### config.mk
export PLATFORM = sky130hd
export DESIGN_NAME = ring_arbiter
export DESIGN_NICKNAME = d
export VERILOG_FILES = /design/src/rtl/ring_arbiter.sv
export SDC_FILE = /design/constraint.sdc
export NUM_CORES = 1
export LEC_CHECK = 0
export BUFFER_PORTS_ARGS = -buffer_cell sky130_fd_sc_hd__buf_2
export CAP_MARGIN = 20
export CORE_MARGIN = 2
export CORE_UTILIZATION = 45
export CTS_BUF_LIST = sky130_fd_sc_hd__clkbuf_4 sky130_fd_sc_hd__clkbuf_8
export DETAILED_ROUTE_END_ITERATION = 7
export HOLD_SLACK_MARGIN = 0.02
export MAX_ROUTING_LAYER = met4
export PLACE_DENSITY = 0.79
export SETUP_SLACK_MARGIN = 0.05
export SLEW_MARGIN = 20
export SYNTH_ARGS = -nofsm -noshare
export SYNTH_HDL_FRONTEND = slang
export SYNTH_SLANG_ARGS = --single-unit
### constraint.sdc
create_clock -name clk_2 -period 3.1 [get_ports clk_2]
set_input_delay 0 -clock clk_2 [delete_from_list [all_inputs] [get_ports clk_2]]
set_output_delay 0 -clock clk_2 [all_outputs]
set_load 0.02 [all_outputs]
### src/rtl/ring_arbiter.sv
// ---------------------------------------------------------------------------
// ring_arbiter
//
// Round-robin arbiter sharing one resource among NREQ requesters. A one-hot
// priority token decides where the circular winner search starts. Grants are
// registered, and each owner may hold the grant for at most MAX_HOLD
// consecutive cycles while someone else is waiting.
//
// Ports:
//   clk_2      board clock, all state updates on its rising edge
//   reset      synchronous active-high reset, wins over everything
//   enable     1 = arbitration allowed, 0 = release grant and freeze token
//   req        level-sensitive request per requester
//   grant      registered one-hot grant, zero when idle
//   grant_idx  index of the current owner, 0 when idle
//   busy       1 while any grant bit is set
//   hold_cnt   cycles the current owner has held the grant (saturates)
//   SEG        7-segment code of the owner number 1..4, 0 when idle
// ---------------------------------------------------------------------------
module ring_arbiter #(
   parameter int NREQ      = 4,
   parameter int MAX_HOLD  = 3,
   parameter int NBITS_SEG = 8
) (
   input  logic                 clk_2,
   input  logic                 reset,
   input  logic                 enable,
   input  logic [NREQ-1:0]      req,
   output logic [NREQ-1:0]      grant,
   output logic [1:0]           grant_idx,
   output logic                 busy,
   output logic [2:0]           hold_cnt,
   output logic [NBITS_SEG-1:0] SEG
);

   localparam int IW = $clog2(NREQ);

   typedef enum logic {
      IDLE  = 1'b0,
      GRANT = 1'b1
   } stateT;

   stateT            state_q;
   logic [NREQ-1:0]  grant_q;
   logic [NREQ-1:0]  prio_q;
   logic [2:0]       hold_q;

   logic [IW-1:0]    startIdx;
   logic [IW-1:0]    scanIdx;
   logic [NREQ-1:0]  candMask;
   logic [NREQ-1:0]  winnerOh;
   logic [NREQ-1:0]  prio_d;
   logic             winnerFound;
   logic             ownerReq;
   logic [7:0]       segCode;

   // Circular winner search starting at the token position. The current
   // owner is masked out of the candidates: in IDLE grant_q is zero so
   // nothing is masked, and in GRANT the search is only consulted on a
   // release or a forced rotation, where the owner must not win again.
   // The next token is the winner rotated left by one so the winner ends up
   // with the lowest priority.
   always_comb begin
      startIdx    = '0;
      scanIdx     = '0;
      winnerOh    = '0;
      winnerFound = 1'b0;
      candMask    = req & ~grant_q;
      for (int i = 0; i < NREQ; i++) begin
         if (prio_q[i]) begin
            startIdx = IW'(i);
         end
      end
      for (int k = 0; k < NREQ; k++) begin
         scanIdx = IW'((int'(startIdx) + k) % NREQ);
         if (!winnerFound && candMask[scanIdx]) begin
            winnerFound       = 1'b1;
            winnerOh[scanIdx] = 1'b1;
         end
      end
      prio_d   = {winnerOh[NREQ-2:0], winnerOh[NREQ-1]};
      ownerReq = |(req & grant_q);
   end

   // Arbitration state machine. Disabling drops the grant but leaves the
   // token where it was, so fairness continues once enable returns. A
   // release hands over directly to the next requester without an idle
   // bubble; an owner that hits the hold limit is rotated out only if
   // someone else is actually waiting, otherwise it keeps the grant with the
   // counter parked at MAX_HOLD.
   always_ff @(posedge clk_2) begin
      if (reset) begin
         state_q <= IDLE;
         grant_q <= '0;
         hold_q  <= '0;
         prio_q  <= NREQ'(1);
      end else if (!enable) begin
         state_q <= IDLE;
         grant_q <= '0;
         hold_q  <= '0;
      end else begin
         case (state_q)
            IDLE: begin
               if (winnerFound) begin
                  state_q <= GRANT;
                  grant_q <= winnerOh;
                  hold_q  <= 3'd1;
                  prio_q  <= prio_d;
               end else begin
                  grant_q <= '0;
                  hold_q  <= '0;
               end
            end
            GRANT: begin
               if (!ownerReq) begin
                  if (winnerFound) begin
                     grant_q <= winnerOh;
                     hold_q  <= 3'd1;
                     prio_q  <= prio_d;
                  end else begin
                     state_q <= IDLE;
                     grant_q <= '0;
                     hold_q  <= '0;
                  end
               end else if (hold_q < 3'(MAX_HOLD)) begin
                  hold_q <= hold_q + 3'd1;
               end else if (winnerFound) begin
                  grant_q <= winnerOh;
                  hold_q  <= 3'd1;
                  prio_q  <= prio_d;
               end
            end
            default: begin
               state_q <= IDLE;
               grant_q <= '0;
               hold_q  <= '0;
            end
         endcase
      end
   end

   // Owner index, busy flag and display code are all decoded from the
   // registered grant, so they change exactly when the grant does.
   always_comb begin
      grant_idx = '0;
      for (int i = 0; i < NREQ; i++) begin
         if (grant_q[i]) begin
            grant_idx = 2'(i);
         end
      end
      busy = |grant_q;
      case (grant_idx)
         2'd0:    segCode = 8'b00000110;
         2'd1:    segCode = 8'b01011011;
         2'd2:    segCode = 8'b01001111;
         default: segCode = 8'b01100110;
      endcase
      if (!busy) begin
         segCode = 8'b00000000;
      end
   end

   assign grant    = grant_q;
   assign hold_cnt = hold_q;
   assign SEG      = NBITS_SEG'(segCode);

endmodule

# Word-level counts from Yosys, hierarchy flattened
# Index checks and enable logic that the tools add are counted.
# totals
out_inout_bits	18
input_bits	7
reg_bits	12
# classes
muxes	49
add_sub_neg	4
bitwise_logic	8
n_reduce_logical	16
eq_ne	5
order_cmp	9
# op_table
operator	n
4-bit two-way mux	11
7-bit case mux with 3 select lines	1
1-bit two-way mux	17
4-bit case mux with 2 select lines	2
2-bit by 3-bit less-than comparator with 1-bit output (second input constant)	4
4-bit bitwise OR	3
3-bit two-way mux	3
4-bit bitwise AND	2
1-bit binary-select mux with 2-bit select	4
1-bit demux with 2-bit select	4
2-bit by 1-bit >= comparator with 1-bit output (second input constant)	4
2-bit two-way mux	4
8-bit two-way mux	1
4-bit OR reduction	2
1-bit logical AND	7
3-bit != test (second input constant)	2
3-bit case mux with 2 select lines	1
2-bit adder (second input constant)	2
4-bit by 3-bit != test with 1-bit output (second input constant)	1
4-bit NOT	1
2-bit AND reduction	2
3-bit by 1-bit adder with 3-bit output (second input constant)	1
1-bit logical NOT	3
3-bit by 2-bit less-than comparator with 1-bit output (second input constant)	1
7 further kinds	8

# Longest topological paths before layout
# logic_depth
word_depth	19
depth_mapped	12
mapped_depth_nobuf	10

# Least setup slack after synthesis
# Ideal clock, no wire load.
# synth_timing
path_type	reg2reg
from	register prio_q[2]
to	register prio_q[3]
synth_period_minus_slack_ns	2.515
path_stages_with_launch	12
slack_ns	0.585
path_buffers	1
arrival_time_ns	2.379
required_time_ns	2.964
setup_ns	0.136
path_cell_list	dfxtp_1 -> nand2b_2 -> nand2_4 -> inv_1 -> ha_1 -> buf_6 -> or3b_2 -> a32oi_2 -> or2_2 -> nand2_1 -> a221oi_1 -> o22ai_1
# synth_between
elab_chain_len	18
elab_cells_between_ends	54
cone_classes	add/sub (3); order compare (8); mux (30); bitwise (3); reduce/logical (10)
# synth_lines
item	line_no	source
from (decl)	45	logic [NREQ-1:0] prio_q;
from (signal assigned)	108	prio_q <= prio_d;
from (signal assigned)	119	prio_q <= prio_d;
from (signal assigned)	130	prio_q <= prio_d;
2-bit two-way mux * (2 in series)	70	if (prio_q[i]) begin
parallel branches: the longest is 12 deep, another holds 2-bit by 3-bit less-than comparator with 1-bit output	n/a	
4-bit two-way mux *	104, 116, 127	
4-bit two-way mux	125	end else if (hold_q < 3'(MAX_HOLD)) begin
4-bit two-way mux	115	if (!ownerReq) begin
4-bit case mux with 2 select lines *	102	case (state_q)
# Every way passes the cells marked *. The select of a mux whose other input is x is not followed.
# A chain may end at the register's enable or synchronous reset.

# Worst setup path in the final report
# Same ends and word-level chain as after synthesis.

==> metrics <==
status=finished, final reports clean; Clock Latency Late Sink=0.27 ns; CTS max path bufs=2; drt wl/cell=15.2 um; most common cell after layout, fill and taps aside=buf_2; WP buf/inv=1; Hold WC Path Type=input pin to flip-flop; I/O pin total=25; post-route cell area=0.00131 mm2; min cycle time layout=2.86 ns; first-pass GRT wire length=4.60 mm; vias in the first global route=1031; area delta synth->final=14.2%; Yosys reg bits=11; Netlist cell types=54; Final Hold Vio Count=0; dpl cells=191; crit path cell chain=nand2b_2, nand2_4, inv_1, ha_1, or3b_2, a32oi_2, or2_2, nand2_1, a221oi_1, o22ai_1; post_cts resized=0; P_leak=0.600 nW; kind of critical path=flip-flop to flip-flop; Clock Sinks=11; final worst setup slack=0.244 ns; Post-synth EDFFs=0; CTS tree=yes; layout cell share with drive strength beyond 1=0.289; final slew viol count=0; Combinational Power Share=0.770; CP required=3.25 ns; final setup TNS=0 ns; TritonCTS Buffers=3; crit end category=flip-flop; Initial Util=0.470; area of the core=0.00243 mm2; clock network power share=0.069; DRT Pass-1 Iters=5; Least-Margin Pin Slew=0.699 ns; commonest non-fill, non-tap cells in the layout=buf_2 (23), a21oi_1 (11), dfxtp_1 (11); antenna violations before repair=0; Mapped Area=0.00114 mm2; Slew headroom=0.534; Synth Area per Inst=8.10 um2; crit path DAT=3.00 ns; Seq/Total Area, Yosys=0.193; Max Cap Viol=0; Flop pwr share=0.161; largest net degree at the start of global routing=10; hold_ws=0.121 ns; Period Utilization, post-route=0.921; grt ovf=0; NetSw=0.856 mW; chip height=54.4 um; Max Freq=0.350 GHz; CP Launch Type=flip-flop; slowest cell on the critical path=or3b_2; Post-CTS Setup Inserts=0; Nets=183; Post-Syn Nets=157; DRC=0; Rows=18; Worst Path Max Fanout=9; dpl ws=0.284 ns; Largest stage delay, worst path=0.52 ns; GRT Overall Usage=0.219; dpl cell area=0.00126 mm2; PD cells=1210 mW/mm2; routability cong.=1.02; 1st-iter DRT viols=46; Synth Instances=141; Clock Skew=0.00538 ns; asr flop ratio synth=0; warnings from Yosys=0; die width=54.4 um; H-tree depth=1; Ant. Diodes=0; Pint=0.721 mW; vias per cell=5.91; post-DP HPWL=2.35 mm; top_reg_cell synth=dfxtp_1; VDD IR max=0.000675 V; Net Sw Frac=0.543; Routed Antenna Nets=0; via count=1159; Top delay family on crit path=simple AND/OR/NAND/NOR gates; Layout Cells excl Fill=196; root buffer cell=clkbuf_4; RSZ-0062 raised after global routing=no; Die Footprint=0.00296 mm2; I/O Buffers=23; Clk pin slew, worst setup/hold paths=0.07 ns; Detailed Route WL=2.97 mm; fin util=0.537; total chip power=1.58 mW; Final setup viols=0
-- flip-flops by register name (all words and copies together), names as in the netlist --
register	cells
grant	4
hold_cnt	3
prio_q	3
state_q	1
-- layer usage --
metal / track usage / vias up / wire, um
met5: - / - / 0
met3: 0.0273 / 12 / 201
met4: 0.113 / 0 / 73
li1: - / 563 / -
met1: 0.284 / 532 / 1320
met2: 0.333 / 52 / 1380
-- synthesized netlist by cell type, types with 2 or more instances --
master     instances  share of area
a21oi_1           11          0.048
dfxtp_1           11           0.19
inv_1             10          0.033
nand2_1           10          0.033
ha_1               9          0.099
nor2_1             9          0.030
o21ai_0            6          0.026
a22oi_1            4          0.026
nor2b_1            4          0.022
a221oi_1           3          0.023
and2b_2            3          0.023
buf_4              3          0.020
mux2i_1            3          0.026
o2bb2ai_1          3          0.023
or2b_1             3          0.020
a211oi_1           2          0.013
a21boi_0           2          0.013
a311oi_1           2          0.015
and2_1             2          0.011
nand3_1            2         0.0088
nor3b_1            2          0.013
nor4_1             2          0.011
nor4b_1            2          0.015
or2_2              2          0.011
or2b_2             2          0.015
-- worst min-delay path, delay by kind of cell --
kind                   cells  cell delay [ns]
AND/OR/NAND/NOR            1             0.04
buffers and inverters      1             0.09
AO/OA/AOI/OAI              2             0.22
-- final timing paths --
path / start / to / slack, ns / depth (start not counted)
setup / recovery: prio_q[2] / prio_q[3] / 0.24 / 10
hold / removal: enable / prio_q[3] / 0.12 / 4
setup reg to reg: prio_q[2] / prio_q[3] / 0.24 / 10
hold reg to reg: hold_cnt[1] / hold_cnt[1] / 0.54 / 2
-- power groups by stage --
stage / Combinational [mW] / Clock (mW) / Sequential (mW)
6_report: 1.21 / 0.109 / 0.254
5_1_grt: 1.31 / 0.119 / 0.261
4_1_cts: 1.19 / 0.109 / 0.250
3_5_place_dp: 1.19 / 0 / 0.253
3_3_place_gp: 1.17 / 0 / 0.252
2_1_floorplan: 0.905 / 0 / 0.255
-- repair_timing --
action,4_1_cts,5_1_grt
setup endpoints to repair,0,0
hold endpoints to repair,3,0
hold buffers,1,0
-- layout make-up --
cell class              count  area [um2]
inverters                  11        41.3
repair buffers             27         148
clock buffers               4        30.0
flip-flops and latches     11         220
multi-input cells         113         828
well taps                  30        37.5
fillers                   239        1130
-- logic make-up after synthesis --
family / count (synthesis) / synth area share
AOI/OAI and AO/OA: 42 / 0.268
buffers and inverters: 17 / 0.0821
muxes: 5 / 0.0559
DFF: 11 / 0.193
adders and majority gates: 9 / 0.0986
and+or+nand+nor: 56 / 0.299
other: 1 / 0.00328
No activity file was read; power rests on OpenSTA's default activity.
